<file path="config.mk">
export PLATFORM = sky130hd
export DESIGN_NAME = alu_nibble_sequencer
export DESIGN_NICKNAME = d
export VERILOG_FILES = /design/src/rtl/alu_seq_pkg.sv /design/src/rtl/alu_nibble_sequencer_alu4_core.sv /design/src/rtl/alu_nibble_sequencer.sv
export SDC_FILE = /design/constraint.sdc
export NUM_CORES = 1
export LEC_CHECK = 0
export CAP_MARGIN = 20
export CELL_PAD_IN_SITES_DETAIL_PLACEMENT = 1
export CELL_PAD_IN_SITES_GLOBAL_PLACEMENT = 1
export CORE_AREA = 3 3 75 77
export CTS_BUF_LIST = sky130_fd_sc_hd__clkbuf_8
export CTS_CLUSTER_DIAMETER = 120
export DETAILED_ROUTE_END_ITERATION = 8
export DIE_AREA = 0 0 78 80
export PLACE_DENSITY_LB_ADDON = 0.1
export RECOVER_POWER = 25
export SLEW_MARGIN = 10
export SYNTH_ARGS = -nofsm -noshare
export SYNTH_HDL_FRONTEND = slang
export SYNTH_SLANG_ARGS = --single-unit
export TNS_END_PERCENT = 10
</file>
<file path="constraint.sdc">
create_clock -name clk -period 4.7 [get_ports clk]
set_input_delay 0.94 -clock clk [delete_from_list [all_inputs] [get_ports clk]]
set_output_delay 0.94 -clock clk [all_outputs]
set_load 0.01 [all_outputs]
</file>
<file path="src/rtl/alu_seq_pkg.sv">
// Shared definitions for the byte-wide sequencer around the 4-bit ALU core:
// function codes and the controller state encoding.
package alu_seq_pkg;

  localparam logic [2:0] F_ADD  = 3'b000;
  localparam logic [2:0] F_SUB  = 3'b001;
  localparam logic [2:0] F_AND  = 3'b010;
  localparam logic [2:0] F_OR   = 3'b011;
  localparam logic [2:0] F_XOR  = 3'b100;
  localparam logic [2:0] F_PASS = 3'b101;

  typedef enum logic [1:0] {
    S_IDLE = 2'd0,
    S_LOW  = 2'd1,
    S_HIGH = 2'd2,
    S_DONE = 2'd3
  } state_t;

  function automatic logic is_arith(input logic [2:0] f);
    return (f == F_ADD) || (f == F_SUB);
  endfunction

endpackage

</file>
<file path="src/rtl/alu_nibble_sequencer_alu4_core.sv">
// Combinational 4-bit ALU. Carry-in is an explicit port so nibble passes can be
// chained; for subtract B is inverted here and the caller supplies the +1.
module alu4_core
  import alu_seq_pkg::*;
(
  input  logic [3:0] a,
  input  logic [3:0] b,
  input  logic [2:0] func,
  input  logic       carry_in,
  output logic [3:0] y,
  output logic       c_out,
  output logic       v
);

  logic [3:0] b_eff;
  logic [4:0] sum;

  always_comb begin
    b_eff = (func == F_SUB) ? ~b : b;
    sum   = {1'b0, a} + {1'b0, b_eff} + {4'b0000, carry_in};
    y     = a;
    c_out = 1'b0;
    v     = 1'b0;
    case (func)
      F_ADD, F_SUB: begin
        y     = sum[3:0];
        c_out = sum[4];
        v     = (a[3] == b_eff[3]) && (sum[3] != a[3]);
      end
      F_AND:   y = a & b;
      F_OR:    y = a | b;
      F_XOR:   y = a ^ b;
      default: y = a;
    endcase
  end

endmodule

</file>
<file path="src/rtl/alu_nibble_sequencer.sv">
// Runs 8-bit operations through alu4_core as a low-nibble pass then a
// high-nibble pass with chained carry; result and flags update atomically.
module alu_nibble_sequencer
  import alu_seq_pkg::*;
(
  input  logic       clk,
  input  logic       reset,
  input  logic       start,
  input  logic [7:0] op_a,
  input  logic [7:0] op_b,
  input  logic [2:0] func,
  output logic       busy,
  output logic       done,
  output logic [7:0] result,
  output logic       flag_z,
  output logic       flag_n,
  output logic       flag_c,
  output logic       flag_v
);

  state_t     state, state_next;
  logic [7:0] a_reg, b_reg;
  logic [2:0] func_reg;
  logic [3:0] low_reg;
  logic       carry_reg;
  logic       accept;

  logic [3:0] alu_a, alu_b, alu_y;
  logic       alu_cin, alu_cout, alu_v;

  alu4_core u_core (
    .a        (alu_a),
    .b        (alu_b),
    .func     (func_reg),
    .carry_in (alu_cin),
    .y        (alu_y),
    .c_out    (alu_cout),
    .v        (alu_v)
  );

  always_comb begin
    state_next = state;
    accept     = 1'b0;
    busy       = 1'b0;
    done       = 1'b0;
    alu_a      = a_reg[3:0];
    alu_b      = b_reg[3:0];
    alu_cin    = (func_reg == F_SUB);
    case (state)
      S_IDLE: begin
        accept = start;
        if (start) state_next = S_LOW;
      end
      S_LOW: begin
        busy       = 1'b1;
        state_next = S_HIGH;
      end
      S_HIGH: begin
        busy       = 1'b1;
        alu_a      = a_reg[7:4];
        alu_b      = b_reg[7:4];
        alu_cin    = carry_reg;
        state_next = S_DONE;
      end
      S_DONE: begin
        done       = 1'b1;
        accept     = start;
        state_next = start ? S_LOW : S_IDLE;
      end
      default: state_next = S_IDLE;
    endcase
  end

  always_ff @(posedge clk or posedge reset) begin
    if (reset) begin
      state     <= S_IDLE;
      a_reg     <= '0;
      b_reg     <= '0;
      func_reg  <= '0;
      low_reg   <= '0;
      carry_reg <= 1'b0;
      result    <= '0;
      flag_z    <= 1'b0;
      flag_n    <= 1'b0;
      flag_c    <= 1'b0;
      flag_v    <= 1'b0;
    end else begin
      state <= state_next;
      if (accept) begin
        a_reg    <= op_a;
        b_reg    <= op_b;
        func_reg <= func;
      end
      if (state == S_LOW) begin
        low_reg   <= alu_y;
        carry_reg <= alu_cout;
      end
      // Whole byte and all flags commit together so result is never half-updated.
      if (state == S_HIGH) begin
        result <= {alu_y, low_reg};
        flag_z <= ({alu_y, low_reg} == 8'h00);
        flag_n <= alu_y[3];
        flag_c <= is_arith(func_reg) & alu_cout;
        flag_v <= is_arith(func_reg) & alu_v;
      end
    end
  end

endmodule

</file>
==> impl_metrics.py <==
metrics = {
    "die": {
        "num_io_pins": 36,
        "start_util": 0.421,
        "row_count": 26,
        "die-area_um2": 6240,
        "dieHeight_um": 80,
        "coreArea_um2": 5070,
        "die_w_um": 78,
    },
    "synth": {
        "synth-main-ff-cell": "dfrtp_1",
        "syn_avg_cell_area_um2": 11.5,
        "synthTopCellsByArea": "dfrtp_1, mux2_2, ha_1",
        "synth-seq-cells": 37,
        "synthesis.yosys.warnings": 0,
        "synth_nets": 226,
        "synth_cells": 185,
        "yosysTopAreaCell": "dfrtp_1",
        "netlist_area_um2": 2130,
        "yosysSeqAreaShare": 0.434,
        "ys_types": 41,
        "synth_edf_count": 0,
        "async_flop_share": 1.00,
        "synth.top_cell.area_share": 0.434,
    },
    "clocking": {
        "post_cts_buffers": 0,
        "htreeDepth": 2,
        "tritoncts": "yes",
        "cts_sinks": 37,
        "clock-root-buffer": "clkbuf_8",
        "clk_latency_ps": 290,
        "cts_resized": 0,
        "clk_path_buf_depth": 2,
        "clk_pin_slew_worst_paths_ps": 80,
        "postCtsHoldBufs": 0,
        "numCtsBuffers": 5,
    },
    "routing": {
        "via_count": 1483,
        "viasPerCell": 5.11,
        "wl_mm": 4.75,
        "drc_errors": 0,
        "wl_per_cell_um": 16.4,
        "drt_iter0_drc": 82,
        "first_pass_iters": 4,
        "drtAntennaViolNets": 0,
    },
    "global_routing": {
        "overflow": 0,
        "grt_pass1_vias": 1709,
        "grt_pass1_wl_mm": 8.20,
        "grt_max_degree": 38,
        "grt_antenna_before_repair": 0,
        "globalRouteTotalUtil": 0.169,
    },
    "timing": {
        "fmax_mhz": 271,
        "final.setup.tns_ps": 0,
        "fin_crit_sh": 0.785,
        "hold_viol_final": 0,
        "tightest_slew_ps": 1970,
        "slew_viol_final": 38,
        "worst_slack_ps": 1010,
        "period_needed_ps": 3690,
        "slew_headroom": -0.310,
        "skew_ps": 6.40,
        "grt_setup_unrepaired": "no",
        "setup_viol": 0,
    },
    "run_status": {
        "outcome": "complete, but fails checks",
        "violations": "max-capacitance violations, max-slew violations",
    },
    "placed_design": {
        "dp_slack_ps": 972,
        "port_buffers": 35,
        "gp_congestion": 0.885,
        "dpl.hpwl_mm": 3.69,
    },
    "worst_setup_path": {
        "arrival_ps": 3870,
        "critPathKind": "flop to flop",
        "crit_path_max_fanout": 12,
        "endpoint_kind": "flop",
        "critPathLaunchType": "flop",
        "cp.required_ps": 4890,
    },
    "layout": {
        "antenna_cells": 0,
        "mostFrequentLayoutCells": "dfrtp_1, clkdlybuf4s50_1, mux2_2",
        "drive_gt1_frac": 0.186,
        "syn_to_final_growth_pct": 24.3,
        "final_common_cell": "dfrtp_1",
        "nNetsFinal": 260,
    },
    "flow_run": {
        "maxCapViolCount": 1,
    },
    "power_and_ir_drop": {
        "power.total_w": 0.00222,
        "power.leakage_nw": 1.15,
        "p_per_area_nw_per_um2": 837,
        "peakVddDrop_mv": 0.399,
    },
    "min_path": {
        "holdCritPathClass": "flop to flop",
    },
}
[worst paths after layout]
path / slack [ps] / endpoint / startpoint / cells after the start
worst max-delay path: 1010 / flag_z$_DFFE_PP0P_ / state[0]$_DFFE_PP0P_ / 12
worst min-delay path: 510 / a_reg[5]$_DFFE_PP0P_ / a_reg[5]$_DFFE_PP0P_ / 1
worst max register to register: 1010 / flag_z$_DFFE_PP0P_ / state[0]$_DFFE_PP0P_ / 12
worst min register to register: 510 / a_reg[5]$_DFFE_PP0P_ / a_reg[5]$_DFFE_PP0P_ / 1
max in group asynchronous: 1770 / a_reg[2]$_DFFE_PP0P_ / reset / 3
min in group asynchronous: 1800 / state[0]$_DFFE_PP0P_ / reset / 3
[per-stage QoR]
stage | hold slack (ps) | area, um2 | utilization | std cells
5_1_grt | 534 | 2650 | 0.523 | 290
3_3_place_gp | 490 | 2540 | 0.500 | 282
3_5_place_dp | 496 | 2540 | 0.500 | 282
6_report | 508 | 2650 | 0.523 | 290
4_1_cts | 513 | 2660 | 0.523 | 290
2_1_floorplan | 480 | 2130 | - | 185
[layer usage]
metal | wire length, um | part of all wire | vias to the layer above | track usage
met1 | 2180 | 0.46 | 746 | 0.210
li1 | - | - | 707 | -
met2 | 2340 | 0.49 | 26 | 0.287
met4 | 67 | 0.014 | 0 | 0.0612
met3 | 163 | 0.034 | 4 | 0.0406
met5 | 0 | 0 | - | 0
[cell usage after synthesis (all sizes together), types with 2 or more instances]
| master | number |
|---|---|
| nor2b | 4 |
| a21oi | 10 |
| clkbuf | 5 |
| and3 | 2 |
| nand3b | 2 |
| or2 | 2 |
| nand2b | 4 |
| nor2 | 8 |
| mux2 | 29 |
| fa | 2 |
| and2 | 2 |
| or4b | 2 |
| nor4b | 2 |
| ha | 17 |
| inv | 13 |
| a21o | 2 |
| buf | 6 |
| mux2i | 9 |
| dfrtp | 37 |
| o21ai | 2 |
| xnor2 | 5 |
| nand2 | 4 |
| a31oi | 2 |
[final cells by class]
class                      count  area, um2
sequential                    37        926
clock buffer                   6       82.6
inverter                      13       48.8
fill                         562       2420
clock inverter                 2       33.8
multi-input combinational    124       1100
timing repair buffer          38        369
tap                           70       87.6
[logic make-up (layout without fill, tap and decap cells)]
kind of cell    after synthesis  in the layout  share of synthesized area
fa+ha+maj                    19             19                      0.118
mux                          38             38                      0.195
flops                        37             37                      0.434
compound gates               26             26                     0.0838
xor+xnor                      6              6                     0.0246
buf+inv                      24             59                     0.0487
simple gates                 35             35                     0.0955
[worst max-delay path: stages, from the launching register on]
cell and delay (ps):
dfrtp_1 440, inv_1 120, ha_1 630, mux2i_1 310
inv_1 100, xnor2_1 210, fa_1 220, inv_1 50
fa_1 400, xor2_1 180, a32oi_1 180, or4b_1 470
o41ai_2 270
[power by group]
group / total (W) / internal (W) / switching (W)
Sequential: 0.000615 / 0.000476 / 0.000139
Clock: 0.000282 / 0.000171 / 0.000111
Combinational: 0.00132 / 0.000663 / 0.000659
No activity file was read; power rests on OpenSTA's default activity.
